## src/rtl/md_iter_unit.sv

```systemverilog
// md_iter_unit: iterative multiply/divide unit, one bit per cycle.
// Multiply is radix-2 shift-add and divide is restoring shift-subtract.
// Both run on operand magnitudes, and a single FIX cycle applies the signs.
// The unit takes one request at a time through a valid/ready handshake.
// It holds the registered result until the consumer takes it.
module md_iter_unit #(
  parameter int WIDTH = 32,
  parameter int CNT_W = 6
) (
  input  logic             clk,
  input  logic             reset,
  input  logic             flush,
  input  logic             in_valid,
  output logic             in_ready,
  input  logic             op_div,
  input  logic             op_signed,
  input  logic [WIDTH-1:0] src1,
  input  logic [WIDTH-1:0] src2,
  output logic             busy,
  output logic             out_valid,
  input  logic             out_ready,
  output logic [WIDTH-1:0] out_hi,
  output logic [WIDTH-1:0] out_lo,
  output logic             out_div_by_zero
);

  localparam int W2 = 2 * WIDTH;

  typedef enum logic [1:0] {S_IDLE, S_CALC, S_FIX, S_DONE} state_t;

  state_t           state_q, state_d;
  logic [CNT_W-1:0] cnt_q, cnt_d;
  logic             op_div_q, op_div_d;
  logic             op_signed_q, op_signed_d;
  logic             sign1_q, sign1_d;
  logic             sign2_q, sign2_d;
  // The multiplicand for a multiply, or the divisor for a divide.
  logic [WIDTH-1:0] opnd_q, opnd_d;
  // For a multiply: the product high half, then the multiplier that shifts out.
  // For a divide: the low half holds the dividend, which shifts into the quotient.
  logic [W2-1:0]    acc_q, acc_d;
  logic [WIDTH-1:0] rem_q, rem_d;
  logic [WIDTH-1:0] hi_q, hi_d;
  logic [WIDTH-1:0] lo_q, lo_d;
  logic             dz_q, dz_d;

  logic [WIDTH-1:0] mag1, mag2;
  logic [WIDTH:0]   mul_sum;
  logic [WIDTH:0]   div_trial;
  logic [WIDTH:0]   div_diff;
  logic [W2-1:0]    prod_fix;
  logic [WIDTH-1:0] quo_fix, rem_fix;
  logic             div_zero;

  assign in_ready        = (state_q == S_IDLE);
  assign busy            = (state_q == S_CALC) || (state_q == S_FIX);
  assign out_valid       = (state_q == S_DONE);
  assign out_hi          = hi_q;
  assign out_lo          = lo_q;
  assign out_div_by_zero = dz_q;

  // Operand magnitudes, taken at acceptance.
  assign mag1 = (op_signed && src1[WIDTH-1]) ? -src1 : src1;
  assign mag2 = (op_signed && src2[WIDTH-1]) ? -src2 : src2;

  // One shift-add step. The carry lands in the top bit of the shifted high half.
  assign mul_sum = {1'b0, acc_q[W2-1:WIDTH]} + {1'b0, opnd_q & {WIDTH{acc_q[0]}}};

  // One restoring step. A borrow out of the (WIDTH+1)-bit trial means the divisor does not fit.
  assign div_trial = {rem_q, acc_q[WIDTH-1]};
  assign div_diff  = div_trial - {1'b0, opnd_q};

  // Sign correction used in the FIX cycle. Most-negative / -1 wraps naturally here.
  assign div_zero = (opnd_q == '0);
  assign prod_fix = (op_signed_q && (sign1_q ^ sign2_q)) ? -acc_q : acc_q;
  assign quo_fix  = div_zero ? '1 :
                    (op_signed_q && (sign1_q ^ sign2_q)) ? -acc_q[WIDTH-1:0] : acc_q[WIDTH-1:0];
  assign rem_fix  = (op_signed_q && sign1_q) ? -rem_q : rem_q;

  // Next-state and datapath update for the IDLE/CALC/FIX/DONE sequence.
  always_comb begin
    // NOTE: every signal gets a default first, so a path that skips it cannot infer a latch.
    state_d     = state_q;
    cnt_d       = cnt_q;
    op_div_d    = op_div_q;
    op_signed_d = op_signed_q;
    sign1_d     = sign1_q;
    sign2_d     = sign2_q;
    opnd_d      = opnd_q;
    acc_d       = acc_q;
    rem_d       = rem_q;
    hi_d        = hi_q;
    lo_d        = lo_q;
    dz_d        = dz_q;

    unique case (state_q)
      S_IDLE: begin
        if (in_valid && !flush) begin
          state_d     = S_CALC;
          cnt_d       = CNT_W'(WIDTH);
          op_div_d    = op_div;
          op_signed_d = op_signed;
          sign1_d     = src1[WIDTH-1];
          sign2_d     = src2[WIDTH-1];
          rem_d       = '0;
          if (op_div) begin
            opnd_d = mag2;
            acc_d  = {{WIDTH{1'b0}}, mag1};
          end else begin
            opnd_d = mag1;
            acc_d  = {{WIDTH{1'b0}}, mag2};
          end
        end
      end
      S_CALC: begin
        cnt_d = cnt_q - CNT_W'(1);
        if (op_div_q) begin
          if (!div_diff[WIDTH]) begin
            rem_d = div_diff[WIDTH-1:0];
            acc_d = {acc_q[W2-1:WIDTH], acc_q[WIDTH-2:0], 1'b1};
          end else begin
            rem_d = div_trial[WIDTH-1:0];
            acc_d = {acc_q[W2-1:WIDTH], acc_q[WIDTH-2:0], 1'b0};
          end
        end else begin
          acc_d = {mul_sum, acc_q[WIDTH-1:1]};
        end
        if (cnt_q == CNT_W'(1)) state_d = S_FIX;
      end
      S_FIX: begin
        state_d = S_DONE;
        if (op_div_q) begin
          hi_d = rem_fix;
          lo_d = quo_fix;
          dz_d = div_zero;
        end else begin
          hi_d = prod_fix[W2-1:WIDTH];
          lo_d = prod_fix[WIDTH-1:0];
          dz_d = 1'b0;
        end
      end
      S_DONE: begin
        if (out_ready) state_d = S_IDLE;
      end
      default: state_d = S_IDLE;
    endcase

    // Flush overrides every other transition, including a request or a result handshake.
    if (flush) state_d = S_IDLE;
  end

  // State and datapath registers, with synchronous reset.
  always_ff @(posedge clk) begin
    // NOTE: sequential state uses non-blocking assignments, so every register samples pre-edge values.
    if (reset) begin
      state_q     <= S_IDLE;
      cnt_q       <= '0;
      op_div_q    <= 1'b0;
      op_signed_q <= 1'b0;
      sign1_q     <= 1'b0;
      sign2_q     <= 1'b0;
      opnd_q      <= '0;
      acc_q       <= '0;
      rem_q       <= '0;
      hi_q        <= '0;
      lo_q        <= '0;
      dz_q        <= 1'b0;
    end else begin
      state_q     <= state_d;
      cnt_q       <= cnt_d;
      op_div_q    <= op_div_d;
      op_signed_q <= op_signed_d;
      sign1_q     <= sign1_d;
      sign2_q     <= sign2_d;
      opnd_q      <= opnd_d;
      acc_q       <= acc_d;
      rem_q       <= rem_d;
      hi_q        <= hi_d;
      lo_q        <= lo_d;
      dz_q        <= dz_d;
    end
  end

endmodule

```

## config.mk

```make
export PLATFORM = sky130hd
export DESIGN_NAME = md_iter_unit
export DESIGN_NICKNAME = d
export VERILOG_FILES = /design/src/rtl/md_iter_unit.sv
export SDC_FILE = /design/constraint.sdc
export NUM_CORES = 1
export LEC_CHECK = 0
export BUFFER_PORTS_ARGS = -buffer_cell sky130_fd_sc_hd__buf_4
export CAP_MARGIN = 40
export CORE_MARGIN = 1
export CORE_UTILIZATION = 55
export DETAILED_ROUTE_END_ITERATION = 8
export GPL_TIMING_DRIVEN = 0
export PLACE_DENSITY_LB_ADDON = 0.05
export SETUP_SLACK_MARGIN = 0.2
export SYNTH_ARGS = -nofsm -noshare
export SYNTH_HDL_FRONTEND = slang
export SYNTH_SLANG_ARGS = --single-unit
```

## constraint.sdc

```tcl
create_clock -name clk -period 3.2 [get_ports clk]
set_input_delay 0.16 -clock clk [delete_from_list [all_inputs] [get_ports clk]]
set_output_delay 0.16 -clock clk [all_outputs]
set_load 0.1 [all_outputs]
```

# ---- After elaboration in Yosys (flattened, before gate mapping)
# Index checks and enable logic that the tools add are counted.
dict set report word_totals {
  inputBits 71
  word_cells 73
  register_bits 205
}
dict set report op_classes {
  addsub 8
  n_mux 25
  n_reduce_logical 16
  bitwise 2
  eq_ne 9
}
# cell count
set ops {}
lappend ops {{2-to-1 mux 32 bit} 12}
lappend ops {{2-to-1 mux 64 bit} 3}
lappend ops {{negator 32 bit} 4}
lappend ops {{one-hot mux 64 bit (2 select lines)} 1}
lappend ops {{negator 64 bit} 1}
lappend ops {{one-hot mux 32 bit (2 select lines)} 1}
lappend ops {{adder 32 x 32 -> 33 bit} 1}
lappend ops {{subtractor 33 x 32 -> 33 bit} 1}
lappend ops {{bitwise AND 32 bit} 1}
lappend ops {{zero test 32 bit} 1}
lappend ops {{one-hot mux 6 bit (2 select lines)} 1}
lappend ops {{AND reduction 3 bit} 3}
lappend ops {{one-hot mux 2 bit (4 select lines)} 1}
lappend ops {{== test 6 x 1 -> 1 bit (second input constant)} 1}
lappend ops {{2-to-1 mux 2 bit} 3}
lappend ops {{2-to-1 mux 6 bit} 1}
lappend ops {{inequality test 2 x 1 -> 1 bit (second input constant)} 3}
lappend ops {{subtractor 6 x 1 -> 6 bit (second input constant)} 1}
lappend ops {{logical AND 1 bit} 5}
lappend ops {{== test 2 bit (second input constant)} 2}
lappend ops {{inequality test 2 bit (second input constant)} 2}
lappend ops {{AND reduction 2 bit} 2}
lappend ops {{== test 2 x 1 -> 1 bit (second input constant)} 1}
lappend ops {{zero test 2 bit} 1}
lappend ops {{6 further kinds} 7}

# ---- Longest topological paths before layout
dict set report logic_depth {
  depth_word 5
  depth_mapped 14
  depth_no_buf 13
}

# ---- Worst setup path after synthesis
# Ideal clock, no wire load.
dict set report synth_path {
  path_type {reg-to-reg}
  startpoint {reg acc_q[0]}
  endpoint {reg acc_q[63]}
  path_buffers 2
  path_slack_ps -44
  arrival_ps 3123
  stages_incl_launch_ff 15
  setup_time_ps 122
  cell_sequence {dfxtp_1 clkinv_1 clkbuf_1 nor2_1 ha_1 clkbuf_1 a21o_1 a21o_1 a221o_1 o21ai_0 a31oi_1 o41ai_1 o21ai_0 a221oi_1 nor2_1}
}
dict set report synth_via {
  elab_chain_len 4
}
# item line
set synth_lines {}
lappend synth_lines {{from (decl)} 41} ;# logic [W2-1:0] acc_q, acc_d;
lappend synth_lines {{from (signal assigned)} 163} ;# acc_q <= '0;
lappend synth_lines {{from (signal assigned)} 176} ;# acc_q <= acc_d;
lappend synth_lines {{bitwise AND 32 bit} 67} ;# assign mul_sum = {1'b0, acc_q[W2-1:WIDTH]} + {1'b0, opnd_q & {WIDTH{acc_q[0]}}};
lappend synth_lines {{adder 32 x 32 -> 33 bit} 67}
lappend synth_lines {{2-to-1 mux 64 bit} 117} ;# if (op_div_q) begin
lappend synth_lines {{one-hot mux 64 bit (2 select lines)} 96} ;# unique case (state_q)
# Every way passes these cells. The select of a mux whose other input is x is not followed.
# A chain may end at the register's enable or synchronous reset.

# ---- Worst setup path in the final report
# Ends and elaborated chain as after synthesis.

==> impl_results.md <==
- Status: completed
- Sw Ratio: 0.326
- Via count: 17000
- Fin Hold WS: approximately 0.075 ns
- Final core occ: 0.693
- Share of layout cells above drive strength 1: 0.175
- Setup Viol. Count Final: 0
- H-tree levels: 1
- Synth unique cells: between 70 and 80
- Final ANT Viol Nets: 0
- Slew Limit Fails: 0
- Min cycle time layout: approximately 3.1 ns
- Peak supply drop: around 0.32 mV
- Leak pwr: 7.58 nW
- Cell count after synthesis: 2073
- DR DRC count: 0
- Pre-antenna DRT Iters: 6
- RSZ-0062 raised after global routing: yes
- Max clock buf depth: 3
- Net load switching power: ~2.4 mW
- Post-Syn Nets: about 2200
- CP Buf/Inv Count: 2
- Die span in x: around 170 um
- CP top delay family: compound AO/OA/AOI/OAI gates
- Antenna violations before repair: 1
- GR Util met2: 0.587
- Internal power: 4.99 mW
- Rows: 61
- FMAX: 322 MHz
- Post-synth EDFFs: 0
- Async S/R FF share, synth: 0
- Via density: ~6.3
- Post-DR wirelength/cell: 22.0 um
- Global-route wire length before repair: between 80000 and 90000 um
- Max-cap viol count: 0
- Final Cycle Share: 0.971
- Area delta synth->final: 23.0%
- Worst-path clk slew: 0.06 ns
- CTS Sinks: between 200 and 250
- CORE AREA: approximately 28000 sq um
- FF+latch count, synth: 205
- GR Layer Usage met3: 0.0678
- Seq/Total Area, Yosys: 0.261
- RePlAce Congestion: 1.06
- Crit-path cells: clkinv_8, clkbuf_16, nor2_1, ha_2, and4_1, a221o_1, o21ai_2, a31oi_2, o41ai_2, o21ai_1, a221oi_2, nor2_1
- Yosys Warn Count: 0
- ANT cells: 0
- Final hold violation count: 0
- Sequential share of power: 0.370
- Num CTS Buffers: 25
- Grt peak-use layer: met2
- Nets: roughly 2400
- Crit end category: register
- Ys flop type: dfxtp_1
- Worst min path class: in2reg
- Average size of a mapped cell: around 7.6 sq um
- CTS tree: built
- Worst-path fanout max: 5
- Arr. time, crit path: between 3 and 4 ns
- Drt first-iter violations: 2030
- Normalized max-slew margin: 0.402
- Hpwl dp: 44700 um
- Worst-Skew Late Latency: around 0.55 ns
- GR Overflow Total: 0
- Grt met1 use: 0.556
- I/O pins: 139
- Initial Util: 0.563
- CP max stage delay: 0.40 ns
- Slew @ Worst Pin: 0.888 ns
- Crit path launch type: register
- PortBufs: 137
- Root buf cell: clkbuf_16
- Mapped Area: 15700 sq um
- Die Ht: 171 um
- P per Cell Area: 383 nW/um^2
- Die area: 29300 sq um
- Req. time, crit path: 3.62 ns
- All-Layer GR Usage: 0.391
- Vias in the first global route: 15400
- CP max-delay cell: dfxtp_4
- Final WL: 59000 um
- Clock network power share: 0.393
- WS Path Type: reg2reg
- Comb pwr share: 0.237
- Pin count of the biggest net entering global routing: 14
- Clock Skews: 0.0210 ns
- Worst path most repeated cell: nor2_1
-- per-stage QoR --
stage / setup TNS, ns / std cells / area (sq um) / worst slack (ns) / power (mW)
final: 0 / 2683 / 19300 / 0.0940 / 7.40
after global routing: 0 / 2683 / 19300 / 0.0501 / 7.60
after CTS: 0 / 2666 / 18800 / 0.0849 / 7.26
after detailed placement: -19.06 / 2592 / 17300 / -0.828 / 4.29
after global placement: -17.61 / 2588 / 17300 / -0.834 / 4.26
after floorplan: 0 / 2073 / 15800 / 0.147 / 3.77
-- synth_stat cells (25+ instances only) --
cell	number	area, sq um
o211ai_1	37	278
nor4_1	25	156
nand2_1	180	676
mux2i_1	43	430
xor2_1	90	788
o21ai_0	124	621
nor3_1	52	260
clkbuf_1	110	413
nand3_1	38	190
a211oi_1	66	495
a21oi_1	179	896
inv_1	65	244
ha_1	74	926
dfxtp_1	205	4100
nand2b_1	42	263
a21o_1	37	278
nor2_1	234	878
xnor2_1	114	998
-- final timing paths --
kind | from | to | slack (ns) | cells after the start
worst min-delay path | reset | rem_q[25] | 0.07 | 4
worst max register to register | acc_q[0] | acc_q[63] | 0.09 | 12
worst min register to register | opnd_q[17] | opnd_q[17] | 0.45 | 2
worst max-delay path | acc_q[0] | acc_q[63] | 0.09 | 12
-- routing by layer --
layer / vias up / part of all wire
li1: 7941 / -
met1: 7987 / 0.44
met2: 929 / 0.43
met3: 126 / 0.10
met4: 0 / 0.036
met5: - / 0
-- worst register-to-register path, stage by stage, from the launching register on --
cell and delay (ns):
dfxtp_4 0.40, clkinv_8 0.08, clkbuf_16 0.16, nor2_1 0.21
ha_2 0.37, and4_1 0.19, a221o_1 0.38, o21ai_2 0.26
a31oi_2 0.15, o41ai_2 0.32, o21ai_1 0.15, a221oi_2 0.25
nor2_1 0.06
-- power groups by stage --
stage | sequential, mW | clock [mW] | combinational (mW)
floorplan | 2.79 | 0 | 0.974
global placement | 2.78 | 0 | 1.48
detailed placement | 2.78 | 0 | 1.50
CTS | 2.73 | 2.91 | 1.62
global route | 2.75 | 3.00 | 1.86
finish | 2.74 | 2.90 | 1.76
-- state kept, by name, indices dropped and copies added, names as in the netlist --
| name | cells |
|---|---|
| opnd_q | 32 |
| sign1_q | 1 |
| rem_q | 32 |
| out_lo | 32 |
| out_div_by_zero | 1 |
| sign2_q | 1 |
| acc_q | 64 |
| state_q | 2 |
| op_div_q | 1 |
| cnt_q | 6 |
| out_hi | 32 |
| op_signed_q | 1 |
-- cells by family after synthesis --
group                    synth area share
buffers and inverters              0.0472
adder cells (fa/ha/maj)            0.0614
AO/OA/AOI/OAI                       0.261
multiplexers                       0.0402
AND/OR/NAND/NOR                     0.213
flip-flops                          0.261
XOR/XNOR                            0.116
-- layout by cell type (no fill, tap or decap), types with 40 or more instances in the layout --
cell and count:
clkbuf_1 101, nand2_1 178, o21ai_0 95, a21oi_1 173, inv_1 59, mux2i_1 40
a211oi_1 62, nor2_1 222, xnor2_1 112, nor3_1 46, nand2b_1 40, xor2_1 88
buf_4 175, ha_1 59, dfxtp_1 193
-- final cells by class --
type | count | area (sq um)
plain buffers | 128 | 572
flip-flops and latches | 205 | 4130
clock inverters | 14 | 145
fillers | 2425 | 8590
well taps | 378 | 473
inverters | 66 | 263
multi-input cells | 1674 | 11600
repair buffers | 186 | 1460
clock buffers | 32 | 692
-- timing repair --
action                     CTS  global route
hold endpoints to repair     6             0
resized for setup          106           109
buffers inserted            22            16
gates cloned                 2             1
setup endpoints to repair   88            88
pin swaps                   26            41
hold buffers                 4             0
Power figures use the tool's default switching activity.
